## config.mk

```make
export PLATFORM = sky130hd
export DESIGN_NAME = mux_sel_rr_arbiter
export DESIGN_NICKNAME = d
export VERILOG_FILES = /design/src/rtl/mux_sel_rr_arbiter.sv
export SDC_FILE = /design/constraint.sdc
export NUM_CORES = 1
export LEC_CHECK = 0
export CAP_MARGIN = 20
export CELL_PAD_IN_SITES_DETAIL_PLACEMENT = 1
export CELL_PAD_IN_SITES_GLOBAL_PLACEMENT = 1
export CORE_MARGIN = 8
export CORE_UTILIZATION = 35
export CTS_CLUSTER_SIZE = 40
export DETAILED_ROUTE_END_ITERATION = 12
export DONT_BUFFER_PORTS = 1
export PLACE_DENSITY = 0.7
export SLEW_MARGIN = 10
export SYNTH_ARGS = -nofsm -noshare
export SYNTH_HDL_FRONTEND = slang
export SYNTH_SLANG_ARGS = --single-unit
```

## constraint.sdc

```tcl
create_clock -name clk -period 5.05 [get_ports clk]
set_clock_uncertainty 0.2 [all_clocks]
set_input_delay 0.2525 -clock clk [delete_from_list [all_inputs] [get_ports clk]]
set_output_delay 0.2525 -clock clk [all_outputs]
set_load 0.01 [all_outputs]
```

## src/rtl/mux_sel_rr_arbiter.sv

```systemverilog
// Round-robin arbiter driving the 2-bit select of a shared 4:1 datapath mux; the owner keeps the grant until it releases.
// Optional hold-time limit with forced release is built only when MUX_SEL_ARB_TIMEOUT_EN is defined.
module mux_sel_rr_arbiter #(
  parameter int unsigned MAX_HOLD = 16
) (
  input  logic       clk,
  input  logic       rst_n,
  input  logic [3:0] req,
  input  logic [3:0] done,
  output logic [3:0] gnt,
  output logic [1:0] sel,
  output logic       busy,
  output logic       timeout
);

  typedef enum logic {
    IDLE,
    OWN
  } state_t;

  state_t     state_reg;
  logic [3:0] gnt_reg;
  logic [1:0] sel_reg;
  logic [1:0] ptr_reg;
  logic       busy_reg;

  logic [1:0] base_idx;
  logic [3:0] req_rot;
  logic [1:0] win_ofs;
  logic [1:0] win_idx;
  logic [3:0] win_onehot;
  logic       any_req;
  logic       natural_release;
  logic       force_release;
  logic       release_now;

  generate
    if (MAX_HOLD < 2 || MAX_HOLD > 255) begin : g_bad_max_hold
      $error("mux_sel_rr_arbiter: MAX_HOLD must be in 2..255");
    end
  endgenerate

  // While owning, the search starts just past the owner so it is considered last.
  assign base_idx = (state_reg == OWN) ? (sel_reg + 2'd1) : ptr_reg;
  assign any_req  = |req;

  generate
    for (genvar gi = 0; gi < 4; gi++) begin : g_rot
      logic [1:0] idx;
      assign idx         = base_idx + 2'(gi);
      assign req_rot[gi] = req[idx];
    end
  endgenerate

  always_comb begin
    win_ofs = 2'd0;
    if (req_rot[0])      win_ofs = 2'd0;
    else if (req_rot[1]) win_ofs = 2'd1;
    else if (req_rot[2]) win_ofs = 2'd2;
    else if (req_rot[3]) win_ofs = 2'd3;
  end

  assign win_idx = base_idx + win_ofs;

  generate
    for (genvar gi = 0; gi < 4; gi++) begin : g_onehot
      assign win_onehot[gi] = (win_idx == 2'(gi));
    end
  endgenerate

  assign natural_release = done[sel_reg] | ~req[sel_reg];
  assign release_now     = (state_reg == OWN) & (natural_release | force_release);

`ifdef MUX_SEL_ARB_TIMEOUT_EN
  logic [7:0] hold_cnt_reg;
  logic       timeout_reg;

  assign force_release = (state_reg == OWN) & ~natural_release &
                         (hold_cnt_reg == 8'(MAX_HOLD - 1));

  // Counts completed OWN cycles of the current grant; any grant or re-grant restarts it.
  always_ff @(posedge clk or negedge rst_n) begin
    if (!rst_n) begin
      hold_cnt_reg <= 8'd0;
      timeout_reg  <= 1'b0;
    end else begin
      timeout_reg <= force_release;
      if (state_reg == OWN && !release_now) begin
        hold_cnt_reg <= hold_cnt_reg + 8'd1;
      end else begin
        hold_cnt_reg <= 8'd0;
      end
    end
  end

  assign timeout = timeout_reg;
`else
  assign force_release = 1'b0;
  assign timeout       = 1'b0;
`endif

  always_ff @(posedge clk or negedge rst_n) begin
    if (!rst_n) begin
      state_reg <= IDLE;
      gnt_reg   <= 4'd0;
      sel_reg   <= 2'd0;
      ptr_reg   <= 2'd0;
      busy_reg  <= 1'b0;
    end else begin
      case (state_reg)
        IDLE: begin
          if (any_req) begin
            state_reg <= OWN;
            gnt_reg   <= win_onehot;
            sel_reg   <= win_idx;
            busy_reg  <= 1'b1;
          end else begin
            gnt_reg  <= 4'd0;
            busy_reg <= 1'b0;
          end
        end
        OWN: begin
          if (release_now) begin
            ptr_reg <= sel_reg + 2'd1;
            // Direct handover (or re-grant of the same owner) keeps gnt asserted with no idle bubble.
            if (any_req) begin
              gnt_reg  <= win_onehot;
              sel_reg  <= win_idx;
              busy_reg <= 1'b1;
            end else begin
              state_reg <= IDLE;
              gnt_reg   <= 4'd0;
              busy_reg  <= 1'b0;
            end
          end
        end
        default: begin
          state_reg <= IDLE;
          gnt_reg   <= 4'd0;
          busy_reg  <= 1'b0;
        end
      endcase
    end
  end

  assign gnt  = gnt_reg;
  assign sel  = sel_reg;
  assign busy = busy_reg;

endmodule

```

==> run summary <==
Crit Reg-Reg Endpoint: sel[1]$_DFFE_PN0P_
Worst Hold Depth: 2
Worst min path class: input pin to flip-flop
GRT Util Overall: 9.934%
Max Slew Vio Count: 0
DR vias/cell: 5.638
Die H: 62.66 um
Final Hold Viols: 0
R2R Setup Slk: 2.13 ns
Measured slew at the worst slew-check pin: 0.6899 ns
RSZ-0062 raised after global routing: no
CP max FO: 11
Worst-Skew Late Latency: 0.26 ns
Sequential share of the synthesized area: 32.84%
Share of cells above drive strength 1: 13.64%
Comb pwr share: 56.6%
Synth async-reset ratio: 100.0%
Root Driver: clkbuf_4
Total global routing overflow: 0
Final setup viols: 0
Cells on worst reg2reg path: 10
Worst vdd ir: 288.0 uV
Flop pwr share: 33.0%
Via count: 654
Antenna-violating nets left: 0
IO Port Bufs: 0
WS Path Type: flip-flop to flip-flop
Yosys cell types: 40
Tmin final: 2.921 ns
Switching power: 0.0002355 W
Cells after synthesis: 89
Crit end category: flip-flop
Number of global-route vias before repair: 649
Top FF cell, synth: dfrtp_1
1st-iter DRT viols: 15
Num CTS Buffers: 3
Final WL: 1888 um
Initial Util: 35.82%
Most frequent cells in the layout: dfrtp_1, nand2_1, nor2_1
Row count: 17
Total negative setup slack: 0 ns
F_max: 0.3424 GHz
Min-delay src: req[3]
Critical R2R Launch: sel[0]$_DFFE_PN0P_
Pleak: 0.3270 nW
RePlAce Congestion: 0.7543
First-pass GRT wire length: 3256 um
Die X: 62.66 um
Sink Count: 10
Largest net degree at the start of global routing: 13
WL/cell: 16.28 um
Number of antenna violations at the first check in global routing: 0
Max-Cap Viols: 0
H-tree depth: 1
Tcrit/Tclk final: 57.84%
DP HPWL: 1484 um
IO Count: 18
CTS tree: built
Fin nets: 101
Final instance area: 805.8 um^2
Most common cell after layout, fill and taps aside: dfrtp_1
First drt pass iteration count: 4
Register bit total from synthesis: 10
Switching part of the total power: 46.67%
DIE AREA: 3926 um^2
WHS Endpoint: busy$_DFFE_PN0N_
DRC errors left: 0
Cell Area, Synth: 762.0 um^2
Total core area: 2127 um^2
Post-synth EDFFs: 0
Critical path required time: 5.00 ns
Power Density: 626.3 nW/um^2
Synth Net Count: 100
Ant. Diodes: 0
Synthesized area per cell: 8.562 um^2
Internal power: 0.0002691 W
Worst Path Arrival: 2.87 ns
Largest register FFs: 4
Clock Tree Buf Depth: 2
Startpoint types: flip-flop
Synthesis-to-layout area growth: 5.747%
Clk pwr share: 10.4%
Post-DP Area: 753.2 um^2
Clock-pin slew on the worst setup and hold paths: 0.06 ns
Outcome: complete, no violations
Warnings, synthesis: 0
Slew headroom: 52.82%
[repair_timing]
action / in CTS / in global routing
resized for setup: 0 / 0
buffers inserted: 0 / 0
hold buffers: 3 / 0
endpoints found under the hold margin: 11 / 0
[worst max-delay path, stage by stage, from the launching register on]
cell and delay, ns:
dfrtp_1 0.59, xnor2_1 0.22, a21oi_4 0.33, a21oi_1 0.14, nor2_1 0.12, o2bb2ai_1 0.09, mux2_2 0.27, ha_1 0.19
xor2_1 0.24, xnor2_1 0.15, mux2_2 0.28
[logic make-up (layout without fill, tap and decap cells)]
family | count (synthesis) | in the layout | share of synthesized area [%]
and+or+nand+nor | 31 | 31 | 20.36
muxes | 4 | 4 | 5.747
buffers and inverters | 13 | 12 | 8.702
adders and majority gates | 1 | 1 | 1.642
other | 1 | 1 | 0.4921
DFF | 10 | 10 | 32.84
xor gates and xnor gates | 4 | 4 | 4.599
AOI/OAI and AO/OA | 25 | 25 | 25.62
[through the flow]
step | hold WS, ns | setup slack (ns) | power [W] | cells | util, %
6_report | 0.02180 | 2.129 | 0.0005046 | 116 | 37.88
5_1_grt | 0.04490 | 1.917 | 0.0005488 | 116 | 37.88
4_1_cts | 0.01599 | 2.117 | 0.0005119 | 116 | 37.88
3_5_place_dp | -0.2427 | 2.132 | 0.0004539 | 110 | 35.41
3_3_place_gp | -0.2427 | 2.230 | 0.0004441 | 110 | 35.41
2_1_floorplan | -0.2431 | 2.443 | 0.0004089 | 89 | -
[worst max-delay path by stage]
| stage | start | end | slack, ns | cells after the start |
|---|---|---|---|---|
| 2_1_floorplan | sel[0]$_DFFE_PN0P_ | sel[1]$_DFFE_PN0P_ | 2.44 | 11 |
| 6_report | sel[0]$_DFFE_PN0P_ | sel[1]$_DFFE_PN0P_ | 2.13 | 10 |
| 5_1_grt | sel[0]$_DFFE_PN0P_ | gnt[3]$_DFFE_PN0N_ | 1.92 | 10 |
| 4_1_cts | sel[0]$_DFFE_PN0P_ | sel[1]$_DFFE_PN0P_ | 2.12 | 10 |
| 3_3_place_gp | sel[0]$_DFFE_PN0P_ | sel[1]$_DFFE_PN0P_ | 2.23 | 10 |
| 3_5_place_dp | sel[0]$_DFFE_PN0P_ | sel[1]$_DFFE_PN0P_ | 2.13 | 10 |
[cell usage after synthesis (2+ instances only)]
master / count / area (um^2)
clkbuf_1: 2 / 7.510
a311oi_1: 2 / 17.52
xor2_1: 2 / 17.52
buf_2: 2 / 10.01
xnor2_1: 2 / 17.52
nor2_1: 8 / 30.03
nand2_1: 9 / 33.78
buf_4: 2 / 15.01
inv_1: 6 / 22.52
dfrtp_1: 10 / 250.2
nand2b_1: 3 / 18.77
nor3_1: 2 / 10.01
mux2_2: 3 / 33.78
a21oi_1: 5 / 25.02
o21ai_0: 2 / 10.01
o31ai_1: 5 / 37.54
[power groups by stage]
stage / Combinational (W) / Sequential (W) / Clock, W
finish: 0.000285 / 0.000167 / 0.0000526
detailed placement: 0.000284 / 0.000170 / 0
CTS: 0.000289 / 0.000168 / 0.0000544
global route: 0.000317 / 0.000174 / 0.0000581
global placement: 0.000276 / 0.000168 / 0
floorplan: 0.000262 / 0.000147 / 0
[area by class of cell]
cell class                      count  area (um^2)
Clock buffer                        3        22.52
Inverter                            6        22.52
Fill cell                         265         1321
Sequential cell                    10        250.2
Multi-Input combinational cell     66        445.4
Timing Repair Buffer                3        30.03
Tap cell                           28        35.03
[metal layers]
metal  global-route usage, %  up-vias  routed length, um
li1                        -      318                  -
met1                   11.10      323                825
met2                   17.21       11                950
met3                   4.301        2                 96
met4                   1.709        0                 14
met5                       0        -                  0
No activity file was read; power rests on OpenSTA's default activity.
